File: config.mk
export PLATFORM = sky130hd
export DESIGN_NAME = bcd2dec
export DESIGN_NICKNAME = d
export VERILOG_FILES = /design/src/rtl/bcd2dec.sv
export SDC_FILE = /design/constraint.sdc
export NUM_CORES = 1
export LEC_CHECK = 0
export BUFFER_PORTS_ARGS = -buffer_cell sky130_fd_sc_hd__buf_2
export CAP_MARGIN = 10
export CORE_UTILIZATION = 60
export CTS_BUF_LIST = sky130_fd_sc_hd__clkbuf_16
export DETAILED_ROUTE_END_ITERATION = 6
export PLACE_DENSITY_LB_ADDON = 0.12
export SLEW_MARGIN = 30
export SYNTH_ARGS = -nofsm -noshare
export SYNTH_HDL_FRONTEND = slang
export SYNTH_SLANG_ARGS = --single-unit
File: constraint.sdc
create_clock -name clk -period 3.65 [get_ports clk]
set_input_delay 0.1825 -clock clk [delete_from_list [all_inputs] [get_ports clk]]
set_output_delay 0.1825 -clock clk [all_outputs]
set_load 0.01 [all_outputs]
File: src/rtl/bcd2dec.sv
// Sequential packed-BCD to unsigned binary converter (reverse double-dabble).
// Latency: done pulses 2*BIN_W+1 cycles after start is accepted; next start one cycle after done.
// Backpressure: none queued; start is only honoured in IDLE, ignored while busy or in DONE.
//
// Ports:
//   clk, rst      - rising-edge clock, synchronous active-high reset
//   start, bcd_in - conversion request and packed BCD operand (sampled on acceptance only)
//   busy, done    - conversion in progress / single-cycle result-update pulse
//   dec_out, err  - binary result and invalid-digit flag, held until the next done
module bcd2dec #(
  parameter int BCD_DIGITS = 2,
  parameter int BIN_W      = 8
) (
  input  logic                    clk,
  input  logic                    rst,
  input  logic                    start,
  input  logic [4*BCD_DIGITS-1:0] bcd_in,
  output logic                    busy,
  output logic                    done,
  output logic [BIN_W-1:0]        dec_out,
  output logic                    err
);

  localparam int BCD_W  = 4 * BCD_DIGITS;
  localparam int WORK_W = BCD_W + BIN_W;
  localparam int CNT_W  = (BIN_W > 1) ? $clog2(BIN_W) : 1;
  localparam logic [CNT_W-1:0] CNT_LAST = CNT_W'(BIN_W - 1);

  typedef enum logic [1:0] {
    S_IDLE,
    S_SHIFT,
    S_ADJ,
    S_DONE
  } state_t;

  state_t              state_q, state_d;
  logic [CNT_W-1:0]    cnt_q, cnt_d;
  // {bcd part, bin part}: digits drain out of the top into the bin part one bit per shift
  logic [WORK_W-1:0]   work_q, work_d;
  logic                inv_q, inv_d;
  logic                busy_q, busy_d;
  logic                done_q, done_d;
  logic [BIN_W-1:0]    dec_q, dec_d;
  logic                err_q, err_d;
  logic                bad_digit;

  // Any nibble above 9 marks the whole operand invalid
  always_comb begin
    bad_digit = 1'b0;
    for (int i = 0; i < BCD_DIGITS; i++) begin
      if (bcd_in[4*i +: 4] > 4'd9) bad_digit = 1'b1;
    end
  end

  always_comb begin
    state_d = state_q;
    cnt_d   = cnt_q;
    work_d  = work_q;
    inv_d   = inv_q;
    busy_d  = busy_q;
    done_d  = 1'b0;
    dec_d   = dec_q;
    err_d   = err_q;

    case (state_q)
      S_IDLE: begin
        if (start) begin
          work_d  = {bcd_in, {BIN_W{1'b0}}};
          cnt_d   = '0;
          inv_d   = bad_digit;
          busy_d  = 1'b1;
          state_d = S_SHIFT;
        end
      end

      S_SHIFT: begin
        work_d  = work_q >> 1;
        state_d = S_ADJ;
      end

      S_ADJ: begin
        // A nibble >= 8 after the shift means a tens-of-the-digit-below carry of 10
        // landed as 16 (binary weight 8); subtracting 3 restores the BCD value.
        for (int i = 0; i < BCD_DIGITS; i++) begin
          if (work_q[BIN_W+4*i +: 4] >= 4'd8) begin
            work_d[BIN_W+4*i +: 4] = work_q[BIN_W+4*i +: 4] - 4'd3;
          end
        end
        if (cnt_q == CNT_LAST) begin
          state_d = S_DONE;
        end else begin
          cnt_d   = cnt_q + CNT_W'(1);
          state_d = S_SHIFT;
        end
      end

      S_DONE: begin
        dec_d   = inv_q ? '0 : work_q[BIN_W-1:0];
        err_d   = inv_q;
        done_d  = 1'b1;
        busy_d  = 1'b0;
        state_d = S_IDLE;
      end

      default: begin
        state_d = S_IDLE;
      end
    endcase
  end

  always_ff @(posedge clk) begin
    if (rst) begin
      state_q <= S_IDLE;
      cnt_q   <= '0;
      work_q  <= '0;
      inv_q   <= 1'b0;
      busy_q  <= 1'b0;
      done_q  <= 1'b0;
      dec_q   <= '0;
      err_q   <= 1'b0;
    end else begin
      state_q <= state_d;
      cnt_q   <= cnt_d;
      work_q  <= work_d;
      inv_q   <= inv_d;
      busy_q  <= busy_d;
      done_q  <= done_d;
      dec_q   <= dec_d;
      err_q   <= err_d;
    end
  end

  assign busy    = busy_q;
  assign done    = done_q;
  assign dec_out = dec_q;
  assign err     = err_q;

endmodule

Word level (Yosys, flattened, before mapping)
Cells that the tools add are included.
- $add $sub $neg: 3
- magnitude comparators: 4
- eq/ne operators: 8
- multiplexer cells: 17
- reduce and logical (&&, ||, !) cells: 11
- operators by type and width (kind ; number):
    8-bit case mux with 3 select lines ; 1
    16-bit two-way mux ; 1
    8-bit case mux with 2 select lines ; 1
    3-bit AND reduction ; 3
    4-bit greater-or-equal comparator, second input constant ; 2
    4-bit greater-than comparator, second input constant ; 2
    4-bit two-way mux ; 2
    8-bit two-way mux ; 1
    2-bit != test, second input constant ; 4
    2-bit case mux with 4 select lines ; 1
    4-bit by 2-bit subtractor with 4-bit output, second input constant ; 2
    3-bit two-way mux ; 2
    3-bit case mux with 2 select lines ; 1
    2-bit AND reduction ; 3
    2-bit nonzero test ; 3
    2-bit equality test, second input constant ; 2
    1-bit two-way mux ; 4
    2-bit two-way mux ; 2
    3-bit by 1-bit adder with 3-bit output, second input constant ; 1
    3-bit equality test, second input constant ; 1
    3-bit nonzero test ; 1
    2-bit by 1-bit equality test with 1-bit output, second input constant ; 1
    2-bit logical NOT ; 1
    1-bit case mux with 2 select lines ; 1
- register bits: 33
- output and inout bits: 11
- word-level logic and storage cells: 53

Longest topological paths before layout
- depth after elaboration: 3
- depth in mapped cells: 8

Least setup slack after synthesis
OpenSTA, ideal clock, no wires.
- path kind: register -> register
- start point: reg state_q[0]
- end point: reg work_q[12]
- setup time: 65 ps
- data arrival time: 1555 ps
- path slack: 2030 ps
- cell stages (with the launch flop): 8
- path buffers: 1
- clock period less this slack: 1620 ps
- cells stage by stage: dfxtp_1 > inv_1 > ha_1 > buf_6 > nor2b_4 > or4_1 > o22a_1 > nor2_1
- word-level cells in the longest chain between the ends: 3
- elaborated cells between the ends (all ways): 8
- those cells by class: eq/ne: 4; mux: 1; reduce/logical: 3
- ends and longest elaborated chain (what ; line ; source):
    start, declared ; 36 ; state_t state_q, state_d;
    start signal, assigned ; 122 ; state_q <= state_d;
    2-bit equality test, or another cell as far along ; 65 ; case (state_q)
    2-bit != test (no source line) or 3-bit nonzero test (tied branches) ; n/a ;
    3-bit AND reduction (no source line) ; n/a ;
    end signal, assigned ; 124 ; work_q <= work_d;
    end, declared ; 39 ; logic [WORK_W-1:0] work_q, work_d;
Several ways; a longest one is shown, not always the timed one.
A chain may end at the register's enable or synchronous reset.

Worst setup path in the final report
- start point: reg state_q[0]
- end point: reg work_q[8]
The elaborated chain is that of the path after synthesis.

==> metrics.cfg <==
[outcome]
status = finished clean

[cts]
cts_made_buffers = 5
cts_hold_buf = 0
cts_root_buffer = clkbuf_16
cts_buffer_depth = 2
post_cts_resized = 0
h-tree-depth = 2
worstSkewPairLatency_ns = 0.27
cts.sinks = 33
cts_setup_buffers = 0
cts_tree = built
path_clk_slew_ns = 0.05

[cells_and_area]
finalInstanceArea_sq_mm = 0.00187
area_growth_pct = 12.8
drive_above_1_share_pct = 14.4
final_cell_mix = 35 x nor2_1, 33 x dfxtp_1, 22 x a21oi_1
final_nets = 231
antennaDiodeCount = 0
fillers = 215
fin_util_pct = 73.4
fin_cells = 239
layout_commonest_cell = nor2_1

[floorplan]
io_pins = 22
die_area_sq_mm = 0.00297
row_count = 18
die_x_um = 54.5
core_area_sq_mm = 0.00254
start_util_pct = 65.0
die-height_um = 54.5

[sta]
fin_crit_sh_pct = 54.6
setup-tns-final_ns = 0
fmax_mhz = 502
finalClockSkew_ns = 0.00234
tightest_slew_ns = 0.672
setup-violations-final = 0
timing.hold.ws_ns = 0.196
slew_viol_final = 0
max_slew_margin_pct = 55.2
period_needed_ns = 1.99
hold_viol = 0
rsz0062_at_grt = false

[detailed_routing]
wl_per_cell_um = 15.1
drc = 0
dr_total_vias = 1436
drt-initial-drc-count = 38
ant_nets = 0
viasPerCell = 6.01
drt_wl_total_um = 3610
dr.pass1.iters = 4

[place]
place_inst = 232
post-dp-hpwl_um = 2430
routabilityCongestion = 0.876
placed_area_sq_mm = 0.00174
io_buffers = 21

[setup_path]
crit_type = reg2reg
rr_startpoint = state_q[0]
required_ns = 3.85
cp_max_fo = 20
worstSetupEndpointType = flip-flop
reg2regPathDepth = 6
startpoint = state_q[0]
reg2reg_to = work_q[8]
r2r_slack_ns = 1.66
crit_end = work_q[8]
cp_data_arrival_time_ns = 2.19
startpoint_type = flip-flop

[power_and_ir_drop]
total_leakage_power_nw = 0.811
powerDensity_mw_per_mm2 = 559
max-vdd-ir-drop_v = 0.000478

[logic_synthesis]
synth-seq-cells = 33
avgSynthCellArea_sq_um = 8.53
yosysSeqAreaShare_pct = 39.9
synth_fp_nets = 216
syn_inst = 194
syn_area_sq_mm = 0.00166
synth_cell_types = 33
synth_warnings = 0

[global_routing]
grt_max_degree = 34
grt_pass1_wl_um = 5460
antenna_found_initial = 0
grt-ovfl-total = 0
grt_usage_pct = 26.2
grt_pass1_vias = 1263

[job]
max-cap-violations = 0

[hold_path]
whs_path_depth = 3
hold_path_class = in2reg

[layer usage]
layer	wire, um	GRT usage, %	vias up
met3	132	6.11	7
met4	42	11.5	0
met1	1590	30.2	693
met2	1850	45.7	35
li1	-	-	701
met5	0	0	-
[worst min path at each step]
stage / to / start / slack (ns)
global route: work_q[15] / bcd_in[7] / 0.20
global placement: work_q[15] / bcd_in[7] / 0.47
detailed placement: work_q[15] / bcd_in[7] / 0.47
CTS: work_q[15] / bcd_in[7] / 0.19
floorplan: work_q[15] / bcd_in[7] / 0.34
finish: work_q[15] / bcd_in[7] / 0.20
[flip-flops by register name (all words and copies together) (netlist names)]
name,count
busy,1
cnt_q,3
dec_out,8
done,1
err,1
inv_q,1
state_q,2
work_q,16
[cells by family after synthesis]
family                   count (synthesis)  share of synthesized area (%)
AND/OR/NAND/NOR                         73                           23.1
AO/OA/AOI/OAI                           51                           20.0
flip-flops                              33                           39.9
buffers and inverters                   20                           5.37
adder cells (fa/ha/maj)                 11                           8.31
XOR/XNOR                                 3                           1.59
multiplexers                             3                           1.81
[metrics by stage]
stage / setup WS, ns / total power, mW
final: 1.66 / 1.04
after CTS: 1.67 / 1.04
after global routing: 1.52 / 1.09
after floorplan: 2.03 / 0.612
after global placement: 1.83 / 0.652
after detailed placement: 1.71 / 0.664
[area by class of cell]
| class | count | area, sq um | share of cell area, % |
|---|---|---|---|
| Sequential cell | 33 | 661 | 35.4 |
| Clock buffer | 5 | 125 | 6.70 |
| Inverter | 7 | 26.3 | 1.41 |
| Timing Repair Buffer | 21 | 105 | 5.63 |
| Multi-Input combinational cell | 141 | 906 | 48.5 |
| Clock inverter | 2 | 7.51 | 0.402 |
| Tap cell | 30 | 37.5 | 2.01 |
[power by group]
part | switching [mW] | internal, mW | total [mW]
combinational | 0.144 | 0.0973 | 0.242
clock | 0.138 | 0.243 | 0.381
sequential | 0.0326 | 0.390 | 0.423
[worst max-delay path, stage by stage (launching register included)]
cell and delay, ns:
dfxtp_1 0.37, inv_1 0.12, ha_1 0.44, nor2b_1 0.26, or4_1 0.47, o22a_1 0.17, nor2_1 0.11
[Yosys cell counts, drive strengths merged]
master	count	share of area [%]
nor2	35	7.9
dfxtp	33	40
a21oi	22	6.7
nor2b	13	5.8
ha	11	8.3
a22oi	10	4.5
clkbuf	7	1.6
inv	7	1.6
buf	6	2.2
nor3	6	2.4
nand2b	5	1.9
o21ai	5	1.5
a221oi	4	2.1
nand2	4	0.91
mux2i	3	1.8
a221o	2	1.2
a311oi	2	1.1
and2	2	0.76
nand3	2	0.60
nand3b	2	0.91
o211ai	2	0.91
o22a	2	1.1
or4	2	0.91
xnor2	2	1.1
a211oi	1	0.45
a21o	1	0.45
and3	1	0.38
and3b	1	0.53
xor2	1	0.53
Power figures use the tool's default switching activity.
